$ cat src/rtl/i2c_axil_regs_if.sv
`default_nettype none
// ============================================================================
//  Module   : i2c_axil_regs_if
//  Brief    : AXI4-Lite slave bus bundle for the I2C command register block.
//  Revision : 1.0 - initial release
// ============================================================================
interface i2c_axil_regs_if;
   logic [3:0]  s_awaddr_i;
   logic        s_awvalid_i;
   logic        s_awready_o;
   logic [31:0] s_wdata_i;
   logic [3:0]  s_wstrb_i;
   logic        s_wvalid_i;
   logic        s_wready_o;
   logic [1:0]  s_bresp_o;
   logic        s_bvalid_o;
   logic        s_bready_i;
   logic [3:0]  s_araddr_i;
   logic        s_arvalid_i;
   logic        s_arready_o;
   logic [31:0] s_rdata_o;
   logic [1:0]  s_rresp_o;
   logic        s_rvalid_o;
   logic        s_rready_i;

   modport slave (
      input  s_awaddr_i, s_awvalid_i, s_wdata_i, s_wstrb_i, s_wvalid_i,
             s_bready_i, s_araddr_i, s_arvalid_i, s_rready_i,
      output s_awready_o, s_wready_o, s_bresp_o, s_bvalid_o,
             s_arready_o, s_rdata_o, s_rresp_o, s_rvalid_o
   );

   modport master (
      output s_awaddr_i, s_awvalid_i, s_wdata_i, s_wstrb_i, s_wvalid_i,
             s_bready_i, s_araddr_i, s_arvalid_i, s_rready_i,
      input  s_awready_o, s_wready_o, s_bresp_o, s_bvalid_o,
             s_arready_o, s_rdata_o, s_rresp_o, s_rvalid_o
   );
endinterface
`default_nettype wire

$ cat src/rtl/i2c_axil_regs.sv
`default_nettype none
// ============================================================================
//  Module   : i2c_axil_regs
//  Brief    : AXI4-Lite register front end with command FIFO and dispatcher
//             driving a byte-oriented I2C core.
//  Revision : 1.0 - initial release
// ============================================================================
module i2c_axil_regs #(
   parameter int FIFO_DEPTH = 4
) (
   input  logic          clk_i,
   input  logic          rst_n_i,
   i2c_axil_regs_if.slave s_axil,
   output logic          send_o,
   output logic [15:0]   data_o,
   input  logic [7:0]    data_i,
   input  logic          done_i,
   input  logic          ready_i,
   output logic          irq_o
);
   localparam int         c_AW          = (FIFO_DEPTH > 1) ? $clog2(FIFO_DEPTH) : 1;
   localparam int         c_CW          = c_AW + 1;
   localparam logic [1:0] c_OKAY        = 2'b00;
   localparam logic [1:0] c_SLVERR      = 2'b10;
   localparam logic [3:0] c_ADDR_TXCMD  = 4'h0;
   localparam logic [3:0] c_ADDR_RXDATA = 4'h4;
   localparam logic [3:0] c_ADDR_STATUS = 4'h8;
   localparam logic [3:0] c_ADDR_CTRL   = 4'hC;

   typedef enum logic [1:0] {
      ST_IDLE  = 2'd0,
      ST_ISSUE = 2'd1,
      ST_WAIT  = 2'd2
   } state_t;

   state_t          r_state;
   logic [15:0]     r_mem [FIFO_DEPTH];
   logic [c_AW-1:0] r_wptr, r_rptr;
   logic [c_CW-1:0] r_count;
   logic            r_send;
   logic [15:0]     r_data;
   logic            r_enable, r_irq_en, r_overflow, r_rx_valid, r_irq;
   logic [7:0]      r_rx_byte;
   logic            r_wready, r_bvalid, r_arready, r_rvalid;
   logic [1:0]      r_bresp, r_rresp;
   logic [31:0]     r_rdata;

   logic            w_empty, w_full, w_busy;
   logic            w_wr_hs, w_rd_hs, w_txcmd_wr, w_push, w_pop, w_done;
   logic [4:0]      w_cnt5;
   logic [31:0]     w_rd_data;
   logic            w_unused_bits;

   assign w_empty    = (r_count == '0);
   assign w_full     = (r_count == c_CW'(FIFO_DEPTH));
   assign w_busy     = (r_state != ST_IDLE) || !w_empty;
   assign w_wr_hs    = r_wready && s_axil.s_awvalid_i && s_axil.s_wvalid_i;
   assign w_rd_hs    = r_arready && s_axil.s_arvalid_i;
   assign w_txcmd_wr = w_wr_hs && (s_axil.s_awaddr_i == c_ADDR_TXCMD);
   // Full is the pre-pop occupancy, so a push racing an issue still overflows.
   assign w_push     = w_txcmd_wr && !w_full;
   assign w_pop      = (r_state == ST_ISSUE);
   assign w_done     = (r_state == ST_WAIT) && done_i;
   assign w_cnt5     = 5'(r_count);
   assign w_unused_bits = ^{s_axil.s_wstrb_i, s_axil.s_wdata_i[31:16]};

   always_comb begin
      w_rd_data = '0;
      if (s_axil.s_araddr_i[1:0] == 2'b00) begin
         case (s_axil.s_araddr_i[3:2])
            2'd1:    w_rd_data = {23'd0, r_rx_valid, r_rx_byte};
            2'd2:    w_rd_data = {23'd0, w_cnt5[3:0], r_overflow, r_rx_valid,
                                  w_empty, w_full, w_busy};
            2'd3:    w_rd_data = {30'd0, r_irq_en, r_enable};
            default: w_rd_data = '0;
         endcase
      end
   end

   // FIFO storage carries no reset; occupancy is tracked by the pointers.
   always_ff @(posedge clk_i) begin
      if (w_push) r_mem[r_wptr] <= s_axil.s_wdata_i[15:0];
   end

   always_ff @(posedge clk_i or negedge rst_n_i) begin
      if (!rst_n_i) begin
         r_wptr  <= '0;
         r_rptr  <= '0;
         r_count <= '0;
      end else begin
         if (w_push) r_wptr <= r_wptr + c_AW'(1);
         if (w_pop)  r_rptr <= r_rptr + c_AW'(1);
         case ({w_push, w_pop})
            2'b10:   r_count <= r_count + c_CW'(1);
            2'b01:   r_count <= r_count - c_CW'(1);
            default: r_count <= r_count;
         endcase
      end
   end

   always_ff @(posedge clk_i or negedge rst_n_i) begin
      if (!rst_n_i) begin
         r_state <= ST_IDLE;
         r_send  <= 1'b0;
         r_data  <= '0;
      end else begin
         r_send <= 1'b0;
         case (r_state)
            ST_IDLE: if (r_enable && !w_empty && ready_i) begin
               r_state <= ST_ISSUE;
               r_send  <= 1'b1;
               r_data  <= r_mem[r_rptr];
            end
            ST_ISSUE: r_state <= ST_WAIT;
            ST_WAIT:  if (done_i) r_state <= ST_IDLE;
            default:  r_state <= ST_IDLE;
         endcase
      end
   end

   always_ff @(posedge clk_i or negedge rst_n_i) begin
      if (!rst_n_i) begin
         r_enable   <= 1'b0;
         r_irq_en   <= 1'b0;
         r_overflow <= 1'b0;
         r_rx_valid <= 1'b0;
         r_rx_byte  <= '0;
         r_irq      <= 1'b0;
      end else begin
         if (w_wr_hs && s_axil.s_awaddr_i == c_ADDR_CTRL)
            {r_irq_en, r_enable} <= s_axil.s_wdata_i[1:0];
         if (w_txcmd_wr && w_full)
            r_overflow <= 1'b1;
         else if (w_wr_hs && s_axil.s_awaddr_i == c_ADDR_STATUS && s_axil.s_wdata_i[4])
            r_overflow <= 1'b0;
         // A completing read command wins over a same-cycle RXDATA read clear.
         if (w_done && r_data[7]) begin
            r_rx_byte  <= data_i;
            r_rx_valid <= 1'b1;
         end else if (w_rd_hs && s_axil.s_araddr_i == c_ADDR_RXDATA) begin
            r_rx_valid <= 1'b0;
         end
         r_irq <= r_irq_en && (r_rx_valid || r_overflow);
      end
   end

   always_ff @(posedge clk_i or negedge rst_n_i) begin
      if (!rst_n_i) begin
         r_wready  <= 1'b0;
         r_bvalid  <= 1'b0;
         r_bresp   <= c_OKAY;
         r_arready <= 1'b0;
         r_rvalid  <= 1'b0;
         r_rresp   <= c_OKAY;
         r_rdata   <= '0;
      end else begin
         if (r_wready)
            r_wready <= 1'b0;
         else if (s_axil.s_awvalid_i && s_axil.s_wvalid_i && !r_bvalid)
            r_wready <= 1'b1;
         if (w_wr_hs) begin
            r_bvalid <= 1'b1;
            r_bresp  <= ((s_axil.s_awaddr_i == c_ADDR_RXDATA) || (w_txcmd_wr && w_full))
                        ? c_SLVERR : c_OKAY;
         end else if (r_bvalid && s_axil.s_bready_i) begin
            r_bvalid <= 1'b0;
         end
         if (w_rd_hs) begin
            r_rvalid  <= 1'b1;
            r_arready <= 1'b0;
            r_rdata   <= w_rd_data;
            r_rresp   <= (s_axil.s_araddr_i[1:0] != 2'b00) ? c_SLVERR : c_OKAY;
         end else if (r_rvalid) begin
            if (s_axil.s_rready_i) begin
               r_rvalid  <= 1'b0;
               r_arready <= 1'b1;
            end
         end else begin
            r_arready <= 1'b1;
         end
      end
   end

   assign s_axil.s_awready_o = r_wready;
   assign s_axil.s_wready_o  = r_wready;
   assign s_axil.s_bvalid_o  = r_bvalid;
   assign s_axil.s_bresp_o   = r_bresp;
   assign s_axil.s_arready_o = r_arready;
   assign s_axil.s_rvalid_o  = r_rvalid;
   assign s_axil.s_rresp_o   = r_rresp;
   assign s_axil.s_rdata_o   = r_rdata;
   assign send_o             = r_send;
   assign data_o             = r_data;
   assign irq_o              = r_irq;
endmodule
`default_nettype wire

$ cat src/flat_wrapper.sv
// flat-port wrapper written by rule: the top's interface ports become plain ports
module i2c_axil_regs_flat 
#(
   parameter int FIFO_DEPTH = 4
)
  (clk_i, rst_n_i, send_o, data_o, data_i, done_i, ready_i, irq_o, s_axil_s_awaddr_i, s_axil_s_awvalid_i, s_axil_s_wdata_i, s_axil_s_wstrb_i, s_axil_s_wvalid_i, s_axil_s_bready_i, s_axil_s_araddr_i, s_axil_s_arvalid_i, s_axil_s_rready_i, s_axil_s_awready_o, s_axil_s_wready_o, s_axil_s_bresp_o, s_axil_s_bvalid_o, s_axil_s_arready_o, s_axil_s_rdata_o, s_axil_s_rresp_o, s_axil_s_rvalid_o);
  i2c_axil_regs_if s_axil_i ();
  input  logic clk_i;
  input  logic rst_n_i;
  output logic send_o;
  output logic [15:0] data_o;
  input  logic [7:0] data_i;
  input  logic done_i;
  input  logic ready_i;
  output logic irq_o;
  input wire logic [$bits(s_axil_i.s_awaddr_i)-1:0] s_axil_s_awaddr_i;
  input wire logic [$bits(s_axil_i.s_awvalid_i)-1:0] s_axil_s_awvalid_i;
  input wire logic [$bits(s_axil_i.s_wdata_i)-1:0] s_axil_s_wdata_i;
  input wire logic [$bits(s_axil_i.s_wstrb_i)-1:0] s_axil_s_wstrb_i;
  input wire logic [$bits(s_axil_i.s_wvalid_i)-1:0] s_axil_s_wvalid_i;
  input wire logic [$bits(s_axil_i.s_bready_i)-1:0] s_axil_s_bready_i;
  input wire logic [$bits(s_axil_i.s_araddr_i)-1:0] s_axil_s_araddr_i;
  input wire logic [$bits(s_axil_i.s_arvalid_i)-1:0] s_axil_s_arvalid_i;
  input wire logic [$bits(s_axil_i.s_rready_i)-1:0] s_axil_s_rready_i;
  output wire logic [$bits(s_axil_i.s_awready_o)-1:0] s_axil_s_awready_o;
  output wire logic [$bits(s_axil_i.s_wready_o)-1:0] s_axil_s_wready_o;
  output wire logic [$bits(s_axil_i.s_bresp_o)-1:0] s_axil_s_bresp_o;
  output wire logic [$bits(s_axil_i.s_bvalid_o)-1:0] s_axil_s_bvalid_o;
  output wire logic [$bits(s_axil_i.s_arready_o)-1:0] s_axil_s_arready_o;
  output wire logic [$bits(s_axil_i.s_rdata_o)-1:0] s_axil_s_rdata_o;
  output wire logic [$bits(s_axil_i.s_rresp_o)-1:0] s_axil_s_rresp_o;
  output wire logic [$bits(s_axil_i.s_rvalid_o)-1:0] s_axil_s_rvalid_o;
  assign s_axil_i.s_awaddr_i = s_axil_s_awaddr_i;
  assign s_axil_i.s_awvalid_i = s_axil_s_awvalid_i;
  assign s_axil_i.s_wdata_i = s_axil_s_wdata_i;
  assign s_axil_i.s_wstrb_i = s_axil_s_wstrb_i;
  assign s_axil_i.s_wvalid_i = s_axil_s_wvalid_i;
  assign s_axil_i.s_bready_i = s_axil_s_bready_i;
  assign s_axil_i.s_araddr_i = s_axil_s_araddr_i;
  assign s_axil_i.s_arvalid_i = s_axil_s_arvalid_i;
  assign s_axil_i.s_rready_i = s_axil_s_rready_i;
  assign s_axil_s_awready_o = s_axil_i.s_awready_o;
  assign s_axil_s_wready_o = s_axil_i.s_wready_o;
  assign s_axil_s_bresp_o = s_axil_i.s_bresp_o;
  assign s_axil_s_bvalid_o = s_axil_i.s_bvalid_o;
  assign s_axil_s_arready_o = s_axil_i.s_arready_o;
  assign s_axil_s_rdata_o = s_axil_i.s_rdata_o;
  assign s_axil_s_rresp_o = s_axil_i.s_rresp_o;
  assign s_axil_s_rvalid_o = s_axil_i.s_rvalid_o;
  i2c_axil_regs #(.FIFO_DEPTH(FIFO_DEPTH)) u_core (.clk_i(clk_i), .rst_n_i(rst_n_i), .s_axil(s_axil_i), .send_o(send_o), .data_o(data_o), .data_i(data_i), .done_i(done_i), .ready_i(ready_i), .irq_o(irq_o));
endmodule
$ cat config.mk
export PLATFORM = sky130hd
export DESIGN_NAME = i2c_axil_regs_flat
export DESIGN_NICKNAME = d
export VERILOG_FILES = /design/src/rtl/i2c_axil_regs_if.sv /design/src/rtl/i2c_axil_regs.sv /design/src/flat_wrapper.sv
export SDC_FILE = /design/constraint.sdc
export NUM_CORES = 1
export LEC_CHECK = 0
export ABC_AREA = 1
export CAP_MARGIN = 5
export CORE_MARGIN = 1.5
export CORE_UTILIZATION = 50
export CTS_CLUSTER_DIAMETER = 80
export DETAILED_ROUTE_END_ITERATION = 12
export PLACE_DENSITY = 0.89
export SYNTH_ARGS = -nofsm -noshare
export SYNTH_HDL_FRONTEND = slang
export SYNTH_SLANG_ARGS = --single-unit
$ cat constraint.sdc
create_clock -name clk_i -period 2.75 [get_ports clk_i]
set_clock_uncertainty 0.2 [all_clocks]
set_input_delay 0.4125 -clock clk_i [delete_from_list [all_inputs] [get_ports clk_i]]
set_output_delay 0.4125 -clock clk_i [all_outputs]
set_load 0.005 [all_outputs]
# == Yosys cells after proc, flatten, opt, wreduce, memory -nomap -nowiden ==
# Memories as Yosys holds them, arrays and structs flattened. A register that Yosys moved wholly into a read port is not among the register bits.
# Index checks and enable logic that the tools add are counted.
# classes
addsub,4
mul,0
div,0
magnitude_cmp,0
n_eq_ne,15
shifts,0
muxes,26
n_bitwise,0
n_reduce_logical,37
# ops
cell,n
9-bit one-hot mux with 3 select lines,1
1-bit logical AND,18
1-bit two-way mux,18
2-bit nonzero test,6
9-bit two-way mux,1
"2-bit equality test, second input constant",4
"4-bit by 3-bit equality test with 1-bit output, second input constant",2
"4-bit equality test, second input constant",2
2-bit two-way mux,4
"2-bit by 1-bit equality test with 1-bit output, second input constant",3
2-bit one-hot mux with 3 select lines,1
3-bit one-hot mux with 2 select lines,1
"2-bit by 1-bit adder with 2-bit output, second input constant",2
1-bit zero test,4
2-bit zero test,2
4-bit zero test,1
2-bit AND reduction,2
"3-bit by 1-bit adder with 3-bit output, second input constant",1
"3-bit equality test, second input constant",1
3-bit zero test,1
1-bit logical OR,3
"3-bit inequality test, second input constant",1
"3-bit by 1-bit subtractor with 3-bit output, second input constant",1
"2-bit by 1-bit inequality test with 1-bit output, second input constant",1
"2-bit inequality test, second input constant",1
# word_totals
regBits,63
latch_bits,0
mem_bits_rw,64
rom_bits,0
in_bits,61
out_inout_bits,59
wordCells,101
memories,1
# mem_list
name,depth,word_bits,read_ports,rd_ports_with_merged_regs,wr,line,text
u_core.r_mem,4,16,1,1,1,i2c_axil_regs.sv:37,logic [15:0] r_mem [FIFO_DEPTH];

# == Logic depth before layout (Yosys ltp) ==
# Gate-level depths: netlist of the first run.
# depth
ltp_word,6
ltp_mapped,10
depth_no_buf,10

# == Worst setup path after synthesis of the first run ==
# Ideal clock, no wire load.
# synth_path
path_kind,input to register
start,in s_axil_s_awaddr_i[1]
end,mem u_core.r_mem[0][0] (enable)
setup_ns,0.389
t_arrival_ns,1.679
path_slack_ns,0.482
cell_stages,5
n_path_buf,0
path_cell_list,nor2_1 nand2_1 nor2_1 nand2_1 nor2_1
# synth_between
elab_chain_cells,5
# synth_rtl
element,line,text
"start, declared",flat_wrapper.sv:16,input wire logic [$bits(s_axil_i.s_awaddr_i)-1:0] s_axil_s_awaddr_i;
4-bit zero test,i2c_axil_regs.sv:59,assign w_txcmd_wr = w_wr_hs && (s_axil.s_awaddr_i == c_ADDR_TXCMD);
1-bit logical AND,i2c_axil_regs.sv:59,
1-bit logical AND,i2c_axil_regs.sv:61,assign w_push = w_txcmd_wr && !w_full;
1-bit two-way mux,i2c_axil_regs.sv:82,if (w_push) r_mem[r_wptr] <= s_axil.s_wdata_i[15:0];
1-bit two-way mux (implied by the code),i2c_axil_regs.sv:82,
"end, declared",i2c_axil_regs.sv:37,
# No other way between the ends.

# == Final worst setup path of the first run ==
# layout_path
start,reg u_core.r_count[0]
end,reg u_core.r_count[2]
# layout_between
elab_chain_cells,5
elab_cells_between_ends,9
# layout_rtl
element,line,text
"start, declared",i2c_axil_regs.sv:39,logic [c_CW-1:0] r_count;
"start signal, assigned",i2c_axil_regs.sv:94,2'b10: r_count <= r_count + c_CW'(1);
"start signal, assigned",i2c_axil_regs.sv:95,2'b01: r_count <= r_count - c_CW'(1);
"start signal, assigned",i2c_axil_regs.sv:96,default: r_count <= r_count;
3-bit equality test,i2c_axil_regs.sv:55,assign w_full = (r_count == c_CW'(FIFO_DEPTH));
1-bit zero test,i2c_axil_regs.sv:61,
1-bit logical AND,i2c_axil_regs.sv:61,
2-bit by 1-bit equality test with 1-bit output / 2-bit equality test (equally long branches),i2c_axil_regs.sv:93,"case ({w_push, w_pop})"
3-bit one-hot mux with 2 select lines / 2-bit nonzero test (equally long branches),n/a,
# Several ways; a longest one is shown, not always the timed one.
# A chain may end at the register's enable or synchronous reset.

==> reports/metrics.cfg, run 1 <==
[synthesis]
synth_top_area_share_pct = 36.6
ys_seq_area_share_pct = 62.4
synth_edf_count = 64
yosys.area.top_type = edfxtp_1
syn_area_mm2 = 0.00524
synth_area_leaders = edfxtp_1 (37%), dfrtp_1 (26%), nand2_1 (13%)
avgSynthCellArea_um2 = 9.48
yosys_register_bits = 118
synthDistinctLibCells = 27
synthTopCellsByCount = nand2_1 (175), nor2_1 (80), edfxtp_1 (64), inv_1 (63), dfrtp_1 (54)
synthArstFlopShare_pct = 45.8
ys_warn_count = 0
synth_ff_type = edfxtp_1
netlist_instances = 553
synth_most_common_cell = nand2_1

[placement]
gp_congestion = 0.854
dp_hpwl_um = 7010
portBuffers = 74

[critical_path]
worstSetupPathType = flop to flop
rrSetupSlack_ns = 0.32
cpMostUsedCell = nand2_1
r2r_cells = 9
path_cells = nor2_1 -> nand2_1 -> nand2_1 -> ha_1 -> inv_1 -> fa_1 -> or2_2 -> nand2_1 -> xor2_1
critPathSlowestCell = dfrtp_1
critPathLaunchType = flop
cp_max_fo = 5
r2r_end = u_core.r_count[2]
cp-end-kind = flop
critPathRequiredTime_ns = 2.98
cp.arrival_ns = 2.67
r2r-start = u_core.r_count[0]
max_stage_delay_ns = 0.48

[clock_tree]
cts_tree = yes
ctsResizeCount = 0
post_cts_buffers = 0
htreeDepth = 4
clk_pin_slew_worst_paths_ns = 0.06
root_buffer = clkbuf_8
cts_buffer_depth = 2
clk_latency_ns = 0.51
cts_buffers = 17
clock-sinks = 118

[route]
firstDrtPassIters = 5
ant_nets = 0
viasPerCell = 5.06
drtIter0Drc = 379
drc = 0
vias = 3991
wire_per_inst_um = 15.2
drt-total-wl_um = 12000

[timing]
fin_crit_sh_pct = 88.5
rsz0062_at_grt = no
hold_viol = 0
slew_headroom_pct = 31.8
fmax_ghz = 0.411
finalSetupViolCount = 0
drv_slew = 0
fin_tns_setup_ns = 0
min_period_ns = 2.43
tightestPinTransition_ns = 1.02

[grt]
grt_pass1_wl_um = 19300
antenna_found_initial = 0
gr-usage-all-layers_pct = 23.0
grt_max_degree = 65
grt_pass1_vias = 4055
grt_overflow = 0

[power_and_ir_drop]
powerDensity_mw_per_mm2 = 871
power_leakage_uw = 0.00306
worst_ir_drop_vdd_mv = 0.517
total_power_uw = 5820

[layout]
multi_input_area_mm2 = 0.00154
area_growth_pct = 27.5
drive_gt1_share_pct = 7.52
num_antenna_cells = 0
fin_nets = 706
fillCellCount = 686
seqCellArea_mm2 = 0.00327

[floorplanning]
fp.dieH_um = 105
start_util_pct = 51.3
rows = 37
dieArea_mm2 = 0.0111
core-area_mm2 = 0.0102
pin_count = 120
die_width_um = 105

[status]
status = finished, final reports clean

[hold_path]
hold_class = input port to asynchronous set/reset pin

[run]
drv_cap = 0

==> logic make-up (layout without fill, tap and decap cells) <==
logic type	after synthesis	in the layout	share of synthesized area [%]
DFF	118	118	62.4
xor gates and xnor gates	4	4	0.668
and+or+nand+nor	288	288	22.3
adders and majority gates	6	6	1.57
buffers and inverters	104	179	9.85
other	1	25	0.0715
AOI/OAI and AO/OA	32	32	3.10
==> cells in the final DEF, fill, tap and decap left out, types with 3 or more instances in the layout <==
cell	count
o21ai_0	26
buf_4	8
inv_1	63
nor2_1	80
clkdlybuf4s50_1	73
ha_1	5
xor2_1	3
conb_1	25
nand2_1	175
o21ai_1	4
edfxtp_1	64
nand3_1	23
clkinv_4	4
clkbuf_16	19
dfrtp_1	53
==> per-layer routing <==
metal  GRT usage [%]  share of wire (%)  vias up
li1                -                  -     1852
met2            39.6                 51      232
met3            6.06                7.4       54
met4            14.2                3.9        0
met5               0                  0        -
met1            25.3                 37     1853
==> power by group <==
group          total [µW]  switching [µW]  internal, µW  leakage, µW
registers            2360             303          2060      0.00129
clock network        2300             809          1490     0.000315
logic                1160             592           573      0.00146
==> state kept, by name (all words and copies together), names as in the netlist <==
name,flops
u_core.s_axil.s_rvalid_o,1
u_core.r_rx_byte,8
u_core.s_axil.s_bvalid_o,1
u_core.data_o,16
u_core.irq_o,1
u_core.s_axil.s_rresp_o,1
u_core.r_rptr,2
u_core.r_wptr,2
u_core.r_rx_valid,1
u_core.r_mem,64
u_core.r_irq_en,1
u_core.r_overflow,1
u_core.r_enable,1
u_core.s_axil.s_rdata_o,9
u_core.send_o,1
u_core.r_count,3
u_core.r_state,2
u_core.s_axil.s_arready_o,1
u_core.s_axil.s_awready_o,1
u_core.s_axil.s_bresp_o,1
==> worst max-delay path: cells and delay by family, from the launching register on <==
family                     cells  cell delay [ns]
adders and majority gates      2             0.56
and+or+nand+nor                5             0.88
buffers and inverters          1             0.09
DFF                            1             0.48
xor gates and xnor gates       1             0.14
==> what timing repair did <==
| item | in CTS | in global routing |
|---|---|---|
| endpoints found under the setup margin | 0 | 0 |
| hold buffers | 1 | 0 |
| hold endpoints to repair | 54 | 0 |
==> worst max path at each step <==
| stage | start | end | slack [ns] | cells past startpoint |
|---|---|---|---|---|
| 4_1_cts | u_core.r_count[0] | u_core.r_count[2] | 0.34 | 9 |
| 2_1_floorplan | s_axil_s_awaddr_i[1] | u_core.r_mem[0][0] | 0.48 | 5 |
| 5_1_grt | u_core.r_count[0] | u_core.r_count[2] | 0.18 | 9 |
| 3_5_place_dp | s_axil_s_awaddr_i[1] | u_core.r_count[1] | 0.07 | 9 |
| 6_report | u_core.r_count[0] | u_core.r_count[2] | 0.32 | 9 |
| 3_3_place_gp | s_axil_s_awaddr_i[2] | u_core.r_count[2] | 0.20 | 11 |
==> stage by stage <==
stage / hold WS, ns / setup slack, ns / cells / cell area (µm²) / utilization [%]
2_1_floorplan: -0.0831 / 0.482 / 577 / 5330 / -
5_1_grt: 0.252 / 0.184 / 788 / 6680 / 65.3
3_5_place_dp: 0.233 / 0.0702 / 755 / 6040 / 59.0
4_1_cts: 0.229 / 0.343 / 788 / 6680 / 65.3
3_3_place_gp: 0.227 / 0.201 / 755 / 6040 / 59.0
6_report: 0.225 / 0.316 / 788 / 6680 / 65.3
==> area by class of cell <==
cell class / count / share of cell area [%]
Tap cell: 136 / 2.55
Multi-Input combinational cell: 355 / 23.1
Clock buffer: 21 / 7.53
Timing Repair Buffer: 84 / 12.4
Sequential cell: 118 / 49.0
Clock inverter: 11 / 1.95
Inverter: 63 / 3.54
Power figures use the tool's default switching activity.
==> run 2: changes to the inputs <==
CORE_UTILIZATION = 35   (was 50)
GPL_ROUTABILITY_DRIVEN = 0   (was default)
PLACE_DENSITY = 0.68   (was 0.89)
==> reports/metrics.cfg, run 2 (synthesized netlist as in run 1, its figures left out) <==
[status]
status = finished, final reports clean

[timing]
min_period_ns = 2.32
hold_viol = 0
drv_slew = 0
fmax_ghz = 0.431
tightestPinTransition_ns = 0.756
fin_crit_sh_pct = 84.4
hold_slack_ns = 0.251
fin_tns_setup_ns = 0
rsz0062_at_grt = no
finalSetupViolCount = 0
slew_headroom_pct = 49.6

[hold_path]
hold_depth = 1
hold_class = flop to flop

[layout]
drive_gt1_share_pct = 8.64
instances_no_fill = 844
area_growth_pct = 30.2
largest_reg_flops = 64
fin_nets = 714
num_antenna_cells = 0
mostFrequentLayoutCell = nand2_1
final_cell_mix = nand2_1 (175), nor2_1 (80), clkdlybuf4s50_1 (73)
fin_area_mm2 = 0.00683
largest_register = u_core.r_mem

[grt]
gr-usage-all-layers_pct = 15.1
grt_use_met3_pct = 4.36
antenna_found_initial = 0
grt_overflow = 0
use_met2_pct = 26.0
grt_pass1_wl_um = 18400
grt_max_degree = 31
top_usage_layer = met2
grt_pass1_vias = 3798
met1_usage_pct = 17.8

[floorplanning]
fp.dieH_um = 125
dieArea_mm2 = 0.0157
pin_count = 120
start_util_pct = 35.9
rows = 44
core-area_mm2 = 0.0146
die_width_um = 125

[placement]
placed_cells = 811
dpl-instance-area_mm2 = 0.00616
portBuffers = 74
dp_hpwl_um = 7860

[clock_tree]
clock-sinks = 118
cts_buffer_depth = 2
post_cts_buffers = 0
clk_latency_ns = 0.41
root_buffer = clkbuf_16
cts_buffers = 17
clk_pin_slew_worst_paths_ns = 0.05
cts_tree = yes
htreeDepth = 4

[critical_path]
cp_max_fo = 5
cp.arrival_ns = 2.44
r2r_cells = 9
cp-end-kind = flop
critPathLaunchType = flop
worstSetupPathType = flop to flop
critPathRequiredTime_ns = 2.87

[run]
drv_cap = 0

[route]
drtIter0Drc = 170
viasPerCell = 4.52
firstDrtPassIters = 4
wire_per_inst_um = 13.3
vias = 3813
drt-total-wl_um = 11200
ant_nets = 0
drc = 0

[power_and_ir_drop]
powerDensity_mw_per_mm2 = 864
worst_ir_drop_vdd_mv = 0.532
power_leakage_uw = 0.00311

-- run 2: cell types whose count changed in the layout (fill, tap and decap cells not counted), sizes merged --
| cell | delta |
|---|---|
| buf | +8 |
| clkinv | -4 |
| bufinv | +2 |
| clkinvlp | +2 |
| clkbuf | -1 |
| inv | +1 |
-- run 2: final timing paths --
kind	from	slack [ns]	to
setup reg to reg	u_core.r_count[0]	0.43	u_core.r_count[2]
hold reg to reg	u_core.s_axil.s_bvalid_o	0.25	u_core.s_axil.s_awready_o
min in group asynchronous	rst_n_i	0.41	u_core.s_axil.s_rdata_o[8]
max in group asynchronous	rst_n_i	1.34	u_core.s_axil.s_bresp_o[1]
hold / removal	u_core.s_axil.s_bvalid_o	0.25	u_core.s_axil.s_awready_o
setup / recovery	u_core.r_count[0]	0.43	u_core.r_count[2]
-- run 2: worst max-delay path, cell delays in order, from the launching register on --
cell     delay, ns
dfrtp_1       0.47
nor2_1        0.18
nand2_1       0.15
nand2_1       0.13
ha_1          0.14
inv_1         0.06
fa_1          0.38
or2_2         0.30
nand2_1       0.08
xor2_1        0.16
-- run 2: repair_timing --
item,in CTS,in global routing
gates resized for setup,0,0
endpoints found under the hold margin,29,0
hold buffers,1,0
-- run 2: final cells by class --
class | count | area, µm²
Fill cell | 1334 | 7760
Sequential cell | 118 | 3270
Multi-Input combinational cell | 355 | 1540
Timing Repair Buffer | 92 | 886
Clock buffer | 20 | 467
Inverter | 63 | 236
Tap cell | 184 | 230
Clock inverter | 12 | 188
-- run 2: metal layers --
metal / wire length [µm] / up-vias
met2: 5740 / 102
met5: 0 / -
met3: 499 / 10
met1: 4870 / 1826
met4: 132 / 0
li1: - / 1875
-- run 2: power by group --
group	switching, µW	internal (µW)	total, µW
Combinational	685	579	1260
Clock	781	1600	2380
Sequential	181	2070	2250
Total	1650	4250	5890
-- run 2: through the flow --
stage	power, µW	setup slack, ns	util, %
after global routing	6210	0.268	46.8
after CTS	5950	0.450	46.8
after floorplan	2980	0.482	-
final	5890	0.428	46.8
after detailed placement	3540	0.146	42.2
after global placement	3480	0.174	42.2
